## config.mk

```make
export PLATFORM = sky130hd
export DESIGN_NAME = fpa_control_fsm
export DESIGN_NICKNAME = d
export VERILOG_FILES = /design/src/rtl/fpa_control_fsm_pkg.sv /design/src/rtl/fpa_control_fsm_special_detect.sv /design/src/rtl/fpa_control_fsm.sv
export SDC_FILE = /design/constraint.sdc
export NUM_CORES = 1
export LEC_CHECK = 0
export CAP_MARGIN = 5
export CORE_UTILIZATION = 64
export CTS_BUF_LIST = sky130_fd_sc_hd__clkbuf_4 sky130_fd_sc_hd__clkbuf_8 sky130_fd_sc_hd__clkbuf_16
export DETAILED_ROUTE_END_ITERATION = 8
export DONT_BUFFER_PORTS = 1
export HOLD_SLACK_MARGIN = 0.02
export PLACE_DENSITY = 0.8
export SLEW_MARGIN = 20
export SYNTH_ARGS = -nofsm -noshare
export SYNTH_HDL_FRONTEND = slang
export SYNTH_HIERARCHICAL = 1
export SYNTH_SLANG_ARGS = --single-unit
export TNS_END_PERCENT = 10
```

## constraint.sdc

```tcl
create_clock -name Clock -period 2.3 [get_ports Clock]
set_clock_uncertainty 0.1 [all_clocks]
set_input_delay 0.69 -clock Clock [delete_from_list [all_inputs] [get_ports Clock]]
set_output_delay 0.69 -clock Clock [all_outputs]
set_load 0.01 [all_outputs]
```

## src/rtl/fpa_control_fsm_pkg.sv

```systemverilog
// Shared types and constants for the floating-point adder control FSM.
package fpa_control_fsm_pkg;

    localparam int unsigned FPA_MANT_W    = 24;
    localparam int unsigned FPA_SHIFT_SAT = 25;

    typedef enum logic [2:0] {
        ST_IDLE,
        ST_ALIGN,
        ST_ADD,
        ST_NORM,
        ST_ROUND,
        ST_RENORM,
        ST_DONE
    } fpa_state_t;

    // Magnitude of a signed 9-bit exponent difference; -256 maps to 256.
    function automatic logic [8:0] abs_diff(input logic signed [8:0] d);
        return d[8] ? (~d + 9'd1) : d;
    endfunction

endpackage

```

## src/rtl/fpa_control_fsm_special_detect.sv

```systemverilog
// Combinational special-operand classifier (NaN > Inf > Zero priority).
module fpa_special_detect (
    input  logic ExpAMax,
    input  logic ExpBMax,
    input  logic ExpAZero,
    input  logic ExpBZero,
    input  logic FracANonZero,
    input  logic FracBNonZero,
    input  logic SignA,
    input  logic SignB,
    output logic IsNan,
    output logic IsInf,
    output logic IsZero
);

    logic a_inf, b_inf;

    always_comb begin
        a_inf  = ExpAMax & ~FracANonZero;
        b_inf  = ExpBMax & ~FracBNonZero;
        IsNan  = (ExpAMax & FracANonZero) | (ExpBMax & FracBNonZero) |
                 (a_inf & b_inf & (SignA ^ SignB));
        IsInf  = (a_inf | b_inf) & ~IsNan;
        IsZero = ExpAZero & ~FracANonZero & ExpBZero & ~FracBNonZero & ~IsNan & ~IsInf;
    end

endmodule

```

## src/rtl/fpa_control_fsm.sv

```systemverilog
// Sequencing controller for the floating-point adder.
// Optional special-operand bypass enabled by defining FPA_SPECIAL_CASE_EN.
module fpa_control_fsm
    import fpa_control_fsm_pkg::*;
#(
    parameter int unsigned MANT_W     = FPA_MANT_W,
    parameter int unsigned SHIFT_W    = 5,
    parameter int unsigned SHIFT_SAT  = FPA_SHIFT_SAT,
    parameter int unsigned MAX_RENORM = 1
) (
    input  logic               Clock,
    input  logic               Reset_n,
    input  logic               Go,
    input  logic signed [8:0]  ExpDiff,
    input  logic               FracAGreaterEq,
    input  logic               ExpAMax,
    input  logic               ExpBMax,
    input  logic               ExpAZero,
    input  logic               ExpBZero,
    input  logic               FracANonZero,
    input  logic               FracBNonZero,
    input  logic               SignA,
    input  logic               SignB,
    input  logic               FFOValid,
    input  logic               RoundOverflow,
    input  logic               ExpOverflow,
    output logic               SelExpMux,
    output logic               SelSRMuxL,
    output logic               SelSRMuxG,
    output logic [SHIFT_W-1:0] ShiftRightAmount,
    output logic               SREn,
    output logic               SelManMuxR,
    output logic               SelExpMuxR,
    output logic               Busy,
    output logic               Done,
    output logic               Zero,
    output logic               Inf,
    output logic               Nan
);

    // Shifting past mantissa plus round bit is all sticky, so never exceed it.
    localparam int unsigned SAT_EFF = (SHIFT_SAT > MANT_W + 1) ? MANT_W + 1 : SHIFT_SAT;
    localparam int unsigned RC_W    = $clog2(MAX_RENORM + 1);

    fpa_state_t        state;
    logic [RC_W-1:0]   renorm_cnt;
    logic [8:0]        mag;
    logic [SHIFT_W-1:0] shift_next;
    logic              a_large;

    always_comb begin
        mag        = abs_diff(ExpDiff);
        shift_next = (mag > 9'(SAT_EFF)) ? SHIFT_W'(SAT_EFF) : SHIFT_W'(mag);
        a_large    = (~ExpDiff[8] & (ExpDiff != '0)) | ((ExpDiff == '0) & FracAGreaterEq);
    end

`ifdef FPA_SPECIAL_CASE_EN
    logic is_nan, is_inf, is_zero;

    fpa_special_detect u_special (
        .ExpAMax      (ExpAMax),
        .ExpBMax      (ExpBMax),
        .ExpAZero     (ExpAZero),
        .ExpBZero     (ExpBZero),
        .FracANonZero (FracANonZero),
        .FracBNonZero (FracBNonZero),
        .SignA        (SignA),
        .SignB        (SignB),
        .IsNan        (is_nan),
        .IsInf        (is_inf),
        .IsZero       (is_zero)
    );
`else
    logic unused_special;
    assign unused_special = ^{ExpAMax, ExpBMax, ExpAZero, ExpBZero,
                              FracANonZero, FracBNonZero, SignA, SignB};
`endif

    always_ff @(posedge Clock or negedge Reset_n) begin
        if (!Reset_n) begin
            state            <= ST_IDLE;
            renorm_cnt       <= '0;
            SelExpMux        <= 1'b0;
            SelSRMuxL        <= 1'b0;
            SelSRMuxG        <= 1'b0;
            ShiftRightAmount <= '0;
            SREn             <= 1'b0;
            SelManMuxR       <= 1'b0;
            SelExpMuxR       <= 1'b0;
            Busy             <= 1'b0;
            Done             <= 1'b0;
            Zero             <= 1'b0;
            Inf              <= 1'b0;
            Nan              <= 1'b0;
        end else begin
            // Single-cycle strobes; asserted only by the transition that needs them.
            SREn       <= 1'b0;
            SelManMuxR <= 1'b0;
            SelExpMuxR <= 1'b0;
            Done       <= 1'b0;
            case (state)
                ST_IDLE: begin
                    if (Go) begin
                        SelExpMux        <= a_large;
                        SelSRMuxG        <= a_large;
                        SelSRMuxL        <= ~a_large;
                        ShiftRightAmount <= shift_next;
                        renorm_cnt       <= '0;
                        Busy             <= 1'b1;
`ifdef FPA_SPECIAL_CASE_EN
                        Nan              <= is_nan;
                        Inf              <= is_inf;
                        Zero             <= is_zero;
                        state            <= (is_nan | is_inf | is_zero) ? ST_DONE : ST_ALIGN;
`else
                        Nan              <= 1'b0;
                        Inf              <= 1'b0;
                        Zero             <= 1'b0;
                        state            <= ST_ALIGN;
`endif
                    end
                end
                ST_ALIGN: state <= ST_ADD;
                ST_ADD:   state <= ST_NORM;
                ST_NORM: begin
                    SREn  <= 1'b1;
                    Zero  <= ~FFOValid;
                    state <= ST_ROUND;
                end
                ST_ROUND: begin
                    if (RoundOverflow && (renorm_cnt < RC_W'(MAX_RENORM))) begin
                        state <= ST_RENORM;
                    end else begin
                        // A zero sum cannot overflow; keep Zero and Inf exclusive.
                        Inf   <= ExpOverflow & ~Zero;
                        state <= ST_DONE;
                    end
                end
                ST_RENORM: begin
                    SelManMuxR <= 1'b1;
                    SelExpMuxR <= 1'b1;
                    renorm_cnt <= renorm_cnt + 1'b1;
                    state      <= ST_NORM;
                end
                ST_DONE: begin
                    Done  <= 1'b1;
                    Busy  <= 1'b0;
                    state <= ST_IDLE;
                end
                default: state <= ST_IDLE;
            endcase
        end
    end

endmodule

```

== Word-level counts from Yosys, hierarchy flattened ==
Index checks and enable logic that the tools add are counted.

* Add/sub/neg operators: 2
* Order comparisons: 2
* Equality and inequality tests: 8
* Multiplexer cells: 15
* Bitwise operators: 9
* Reduce and logical (&&, ||, !) cells: 14

{| class="wikitable"
|+ Operators with widths
! kind !! count
|-
| $pmux W3 S5 || 1
|-
| $add A9 B1 Y9 const B || 1
|-
| $eq A3 B3 Y1 const B || 3
|-
| $gt A9 B5 Y1 const B || 1
|-
| $logic_not A9 Y1 || 1
|-
| $mux W9 || 1
|-
| $not A9 Y9 || 1
|-
| $reduce_bool A9 Y1 || 1
|-
| $pmux W1 S2 || 4
|-
| $reduce_and A2 Y1 || 4
|-
| $reduce_bool A2 Y1 || 4
|-
| $eq A3 B2 Y1 const B || 2
|-
| $mux W1 || 6
|-
| $mux W5 || 1
|-
| $ne A2 B2 Y1 const B || 2
|-
| $not A1 Y1 || 4
|-
| $and A1 B1 Y1 || 3
|-
| $eq A3 B1 Y1 const B || 1
|-
| $logic_not A3 Y1 || 1
|-
| $mux W3 || 1
|-
| $reduce_and A3 Y1 || 1
|-
| $mux W2 || 1
|-
| $reduce_or A2 Y1 || 1
|-
| $add A1 B1 Y1 const B || 1
|-
| 3 further kinds || 3
|}

* Register bits after elaboration: 17
* Output and inout bits: 16
* Logic and storage cells: 61

== Logic depth before layout (Yosys ltp) ==
* Depth in word-level cells: 5
* Mapped depth: 6
* Depth with buffers taken out: 6

== Worst setup path before layout ==
OpenSTA, ideal clock, no wires.

* Path kind: input to register
* From: in ExpDiff[4]
* To: reg SelSRMuxL
* Library setup time: 64 ps
* Data arrival time: 1841 ps
* Data required time: 2136 ps
* Path slack: 295 ps
* Stages: 5
* Cells stage by stage: buf_6 or4_1 or4_1 nand3_1 o21a_1

* Cells in the longest elaborated chain, start to end: 4
* Elaborated cells between the ends (all ways): 6
* Classes of those cells: bitwise (4); reduce/logical (2)

{| class="wikitable"
|+ Ends and longest elaborated chain
! what !! line !! text
|-
| start: declaration || fpa_control_fsm.sv:14 || <nowiki>input logic signed [8:0] ExpDiff,</nowiki>
|-
| $reduce_bool A9 Y1 or $logic_not A9 Y1 (tied branches) || fpa_control_fsm.sv:54 || <nowiki>a_large = (~ExpDiff[8] & (ExpDiff != '0)) | ((ExpDiff == '0) & FracAGreaterEq);</nowiki>
|-
| $and A1 B1 Y1 || fpa_control_fsm.sv:54 ||
|-
| $or A1 B1 Y1 (*) || fpa_control_fsm.sv:54 ||
|-
| $not A1 Y1 (*) || fpa_control_fsm.sv:106 || <nowiki>SelSRMuxL <= ~a_large;</nowiki>
|-
| end signal: assignment || fpa_control_fsm.sv:106 ||
|-
| end: declaration || fpa_control_fsm.sv:28 || <nowiki>output logic SelSRMuxL,</nowiki>
|}

Mark *: on every way between the ends. The rest lies on a longest branch, timed or not.
A chain may end at the register's enable or synchronous reset.

== Worst setup path in the final report ==
* From: in ExpDiff[1]
* To: reg ShiftRightAmount[0]

* Cells in the longest elaborated chain, start to end: 5

{| class="wikitable"
|+ Ends and longest elaborated chain
! what !! line !! text
|-
| $not A9 Y9 || fpa_control_fsm_pkg.sv:19 || <nowiki>return d[8] ? (~d + 9'd1) : d;</nowiki>
|-
| $add A9 B1 Y9 || fpa_control_fsm_pkg.sv:19 ||
|-
| $mux W9 (*) || fpa_control_fsm_pkg.sv:19 ||
|-
| $gt A9 B5 Y1 (*) || fpa_control_fsm.sv:53 || <nowiki>shift_next = (mag > 9'(SAT_EFF)) ? SHIFT_W'(SAT_EFF) : SHIFT_W'(mag);</nowiki>
|-
| $mux W5 (*) || fpa_control_fsm.sv:53 ||
|-
| end signal: assignment || fpa_control_fsm.sv:107 || <nowiki>ShiftRightAmount <= shift_next;</nowiki>
|-
| end: declaration || fpa_control_fsm.sv:30 || <nowiki>output logic [SHIFT_W-1:0] ShiftRightAmount,</nowiki>
|}

Marked as above.

==> summary by stage <==
GRT
Summed over all layers, the global routing overflow is 0. The number of antenna violations at the first check in global routing is 0. The maximum number of pins on one net before global-route repair is 18. For this run, the total global-route usage over all layers was measured as 0.252. The via count of the first global-routing pass was 665. The first global-routing pass estimated about 2.6 mm of wire.

Yosys
The Yosys step of the flow raised 6 warnings. The largest area contributor in the netlist is sky130_fd_sc_hd__dfrtp_1. The average size of a mapped cell is 9.14 µm².

Of the post-synthesis cell area, the dominant cell type holds 0.456. Synthesis instantiated 35 different standard cells from the library. The post-synthesis cell count is 102.

The register bit count reported by yosys is 17. The post-synthesis cell area is around 930 µm². The post-synth net total is between 100 and 150. After synthesis, the cell types taking the most area are sky130_fd_sc_hd__dfrtp_1 46%, sky130_fd_sc_hd__inv_1 3.6%, sky130_fd_sc_hd__nor2_1 3.6%.

The proportion of synthesized chip area in sequential cells is 0.456.

Finish
The register with the most flip-flops in the layout has 5 of them. For this run, the post-layout net count is 126. The share of layout cells above drive strength 1 is 0.0600. The area added between synthesis and finish is 1.21%. The number of standard cells in the final layout excluding fillers is 115. The antenna diode count is 0. The largest registers in the layout are ShiftRightAmount: 5 flops, state: 3 flops. ShiftRightAmount holds more flip-flops than any other register.

Timing
Adding up every negative setup slack in the final design gives 0 ps. The number of max-slew violations in the final report is 0. The post-layout minimum cycle time is 1820 ps. The worst relative slew slack is 0.497.

Derived from the worst setup path, the maximum achievable clock frequency is between 500 and 600 MHz. The number of failing setup endpoints in the final timing report is 0. The final count of hold timing violations is 0.

The actual transition at the worst max-transition pin is roughly 750 ps. In the finished design, the share of the clock period the worst path needs comes to 0.793. Setup repair after global routing left no endpoint under its margin.

Setup path
The setup check on the worst reg-to-reg path leaves a slack of 760 ps. Data on the critical path arrives at its endpoint at 1870 ps. The slowest cell on the critical path is sky130_fd_sc_hd__a31oi_1.

At the worst endpoint, the required time is 2340 ps. Walking the worst path, the cells encountered are or3_1 -> nand4b_1 -> a31oi_1 -> a41oi_1. The biggest cell delay along the critical path is 420 ps. The worst setup path is launched from an input port. The worst setup path is of the input port to flip-flop kind.

The nature of the critical path endpoint is a flip-flop. The biggest fanout along the worst timing path is 5.

Power
The power density of the placed cells is 980 mW/mm². The overall power consumption is around 0.00092 W. For this design the static power due to leakage is 0.424 nW. The maximum ir drop on the vdd rail is 0.493 mV.

Route
The first detailed-routing pass took 4 iterations. After detailed routing, the number of vias per cell comes to slightly above 6. Detailed routing inserted a total of 717 vias. The initial DRC count is 10. Dividing the detail-routed wire length by the instance count gives between 10 and 15 µm. Once detail routing completed, the nets flagged for antenna violations numbered 0. The count of unresolved DRC violations after routing is 0. The total wirelength of the detailed-routed design is 1.68 mm.

Outcome
The run finished with clean final reports.

Clocking
The number of buffers on the longest clock path is 2. After clock tree synthesis, the repair step resized 0 gates. The number of clock sinks is 17. The clock transition at the register clock pins on the worst setup and hold paths after CTS is 90 ps. Post-CTS timing repair inserted 0 buffers for setup. The tree is rooted in a sky130_fd_sc_hd__clkbuf_4. The clock latency at the later pin of the worst-skew pair is roughly 290 ps. The number of CTS-inserted buffers is 3. TritonCTS built the clock tree. CTS built an H-tree with a depth of 1.

Die
The die is approximately 40 µm tall. The core area is 0.00133 mm². The overall die width is 40.2 µm. During I/O placement, the number of pins put on the boundary was 40. The area of the die is 0.00161 mm². The effective utilization at floorplan is 0.699. The cell row count is 13.

Placement
The final weighted congestion in routability-driven placement is 0.716. The post-placement cell count is 110. Port buffering added 0 buffers. The HPWL after detailed placement is 1.30 mm.

Run
The number of max-capacitance violations reported is 0.

Min path
The class of the worst hold path is input port to flip-flop.
area by class of cell:
class                           instances  area (µm²)
Clock buffer                            3        22.5
Fill cell                             109         390
Inverter                                9        33.8
Multi-Input combinational cell         68         420
Sequential cell                        17         425
Timing Repair Buffer                    2        17.5
Tap cell                               15        18.8
Clock inverter                          1        5.00
timing repair:
item | 4_1_cts | 5_1_grt
hold buffers | 1 | 0
endpoints found under the hold margin | 17 | 0
setup endpoints to repair | 0 | 0
final timing paths:
kind | startpoint | to | cells past startpoint
worst max-delay path | ExpDiff[1] | ShiftRightAmount[0] | 4
max in group asynchronous | Reset_n | ShiftRightAmount[2] | 1
worst max register to register | state[2] | ShiftRightAmount[0] | 4
worst min register to register | renorm_cnt | renorm_cnt | 1
worst min-delay path | FFOValid | Zero | 1
min in group asynchronous | Reset_n | Done | 1
metrics by stage:
step	hold slack, ps	worst slack [ps]	instance area (µm²)	utilization
floorplan	294	295	932	-
global placement	295	197	906	0.679
detailed placement	295	164	906	0.679
CTS	392	474	943	0.707
global route	381	370	943	0.707
finish	402	477	943	0.707
synth_stat cells (all sizes together):
master,count
xnor2,1
ha,1
conb,1
o2111ai,1
nor2,9
o211ai,3
nand3,6
or4,3
o311ai,1
nand2b,5
nand4b,1
buf,7
nor2b,1
clkbuf,1
o21a,1
xor2,2
nand3b,1
or3,4
a41oi,1
o41ai,1
a211oi,1
nand2,5
dfrtp,17
a21oi,4
a32o,2
a21o,1
o31ai,3
inv,9
o22ai,1
o21ai,5
and3,2
a31oi,1
report_power, final:
| part | total [W] | internal [W] | switching [W] |
|---|---|---|---|
| combinational | 0.000235 | 0.000103 | 0.000132 |
| clock | 0.000155 | 0.0000646 | 0.0000900 |
| sequential | 0.000535 | 0.000403 | 0.000133 |
| total | 0.000925 | 0.000570 | 0.000354 |
cell usage in the layout, fill, tap and decap left out, drive strengths merged, types with 3 or more instances in the layout:
cell type / count
a21oi: 4
dfrtp: 17
o21ai: 5
o31ai: 3
nand3: 6
inv: 9
clkbuf: 3
nand2: 5
or4: 3
o211ai: 3
nand2b: 5
or3: 4
nor2: 9
layer usage:
metal,part of all wire,global-route usage
met3,0.058,0.0611
met4,0.020,0.129
met5,0,0
met2,0.50,0.452
met1,0.42,0.270
critical path, delay by kind of cell:
kind,cells,cell delay [ps]
AO/OA/AOI/OAI,2,600
AND/OR/NAND/NOR,2,570
cell families after synthesis:
group           synth area share
buf+inv                   0.0926
flops                      0.456
fa+ha+maj                 0.0134
simple gates               0.212
other cells              0.00402
xor+xnor                  0.0282
compound gates             0.193
Power figures use the tool's default switching activity.
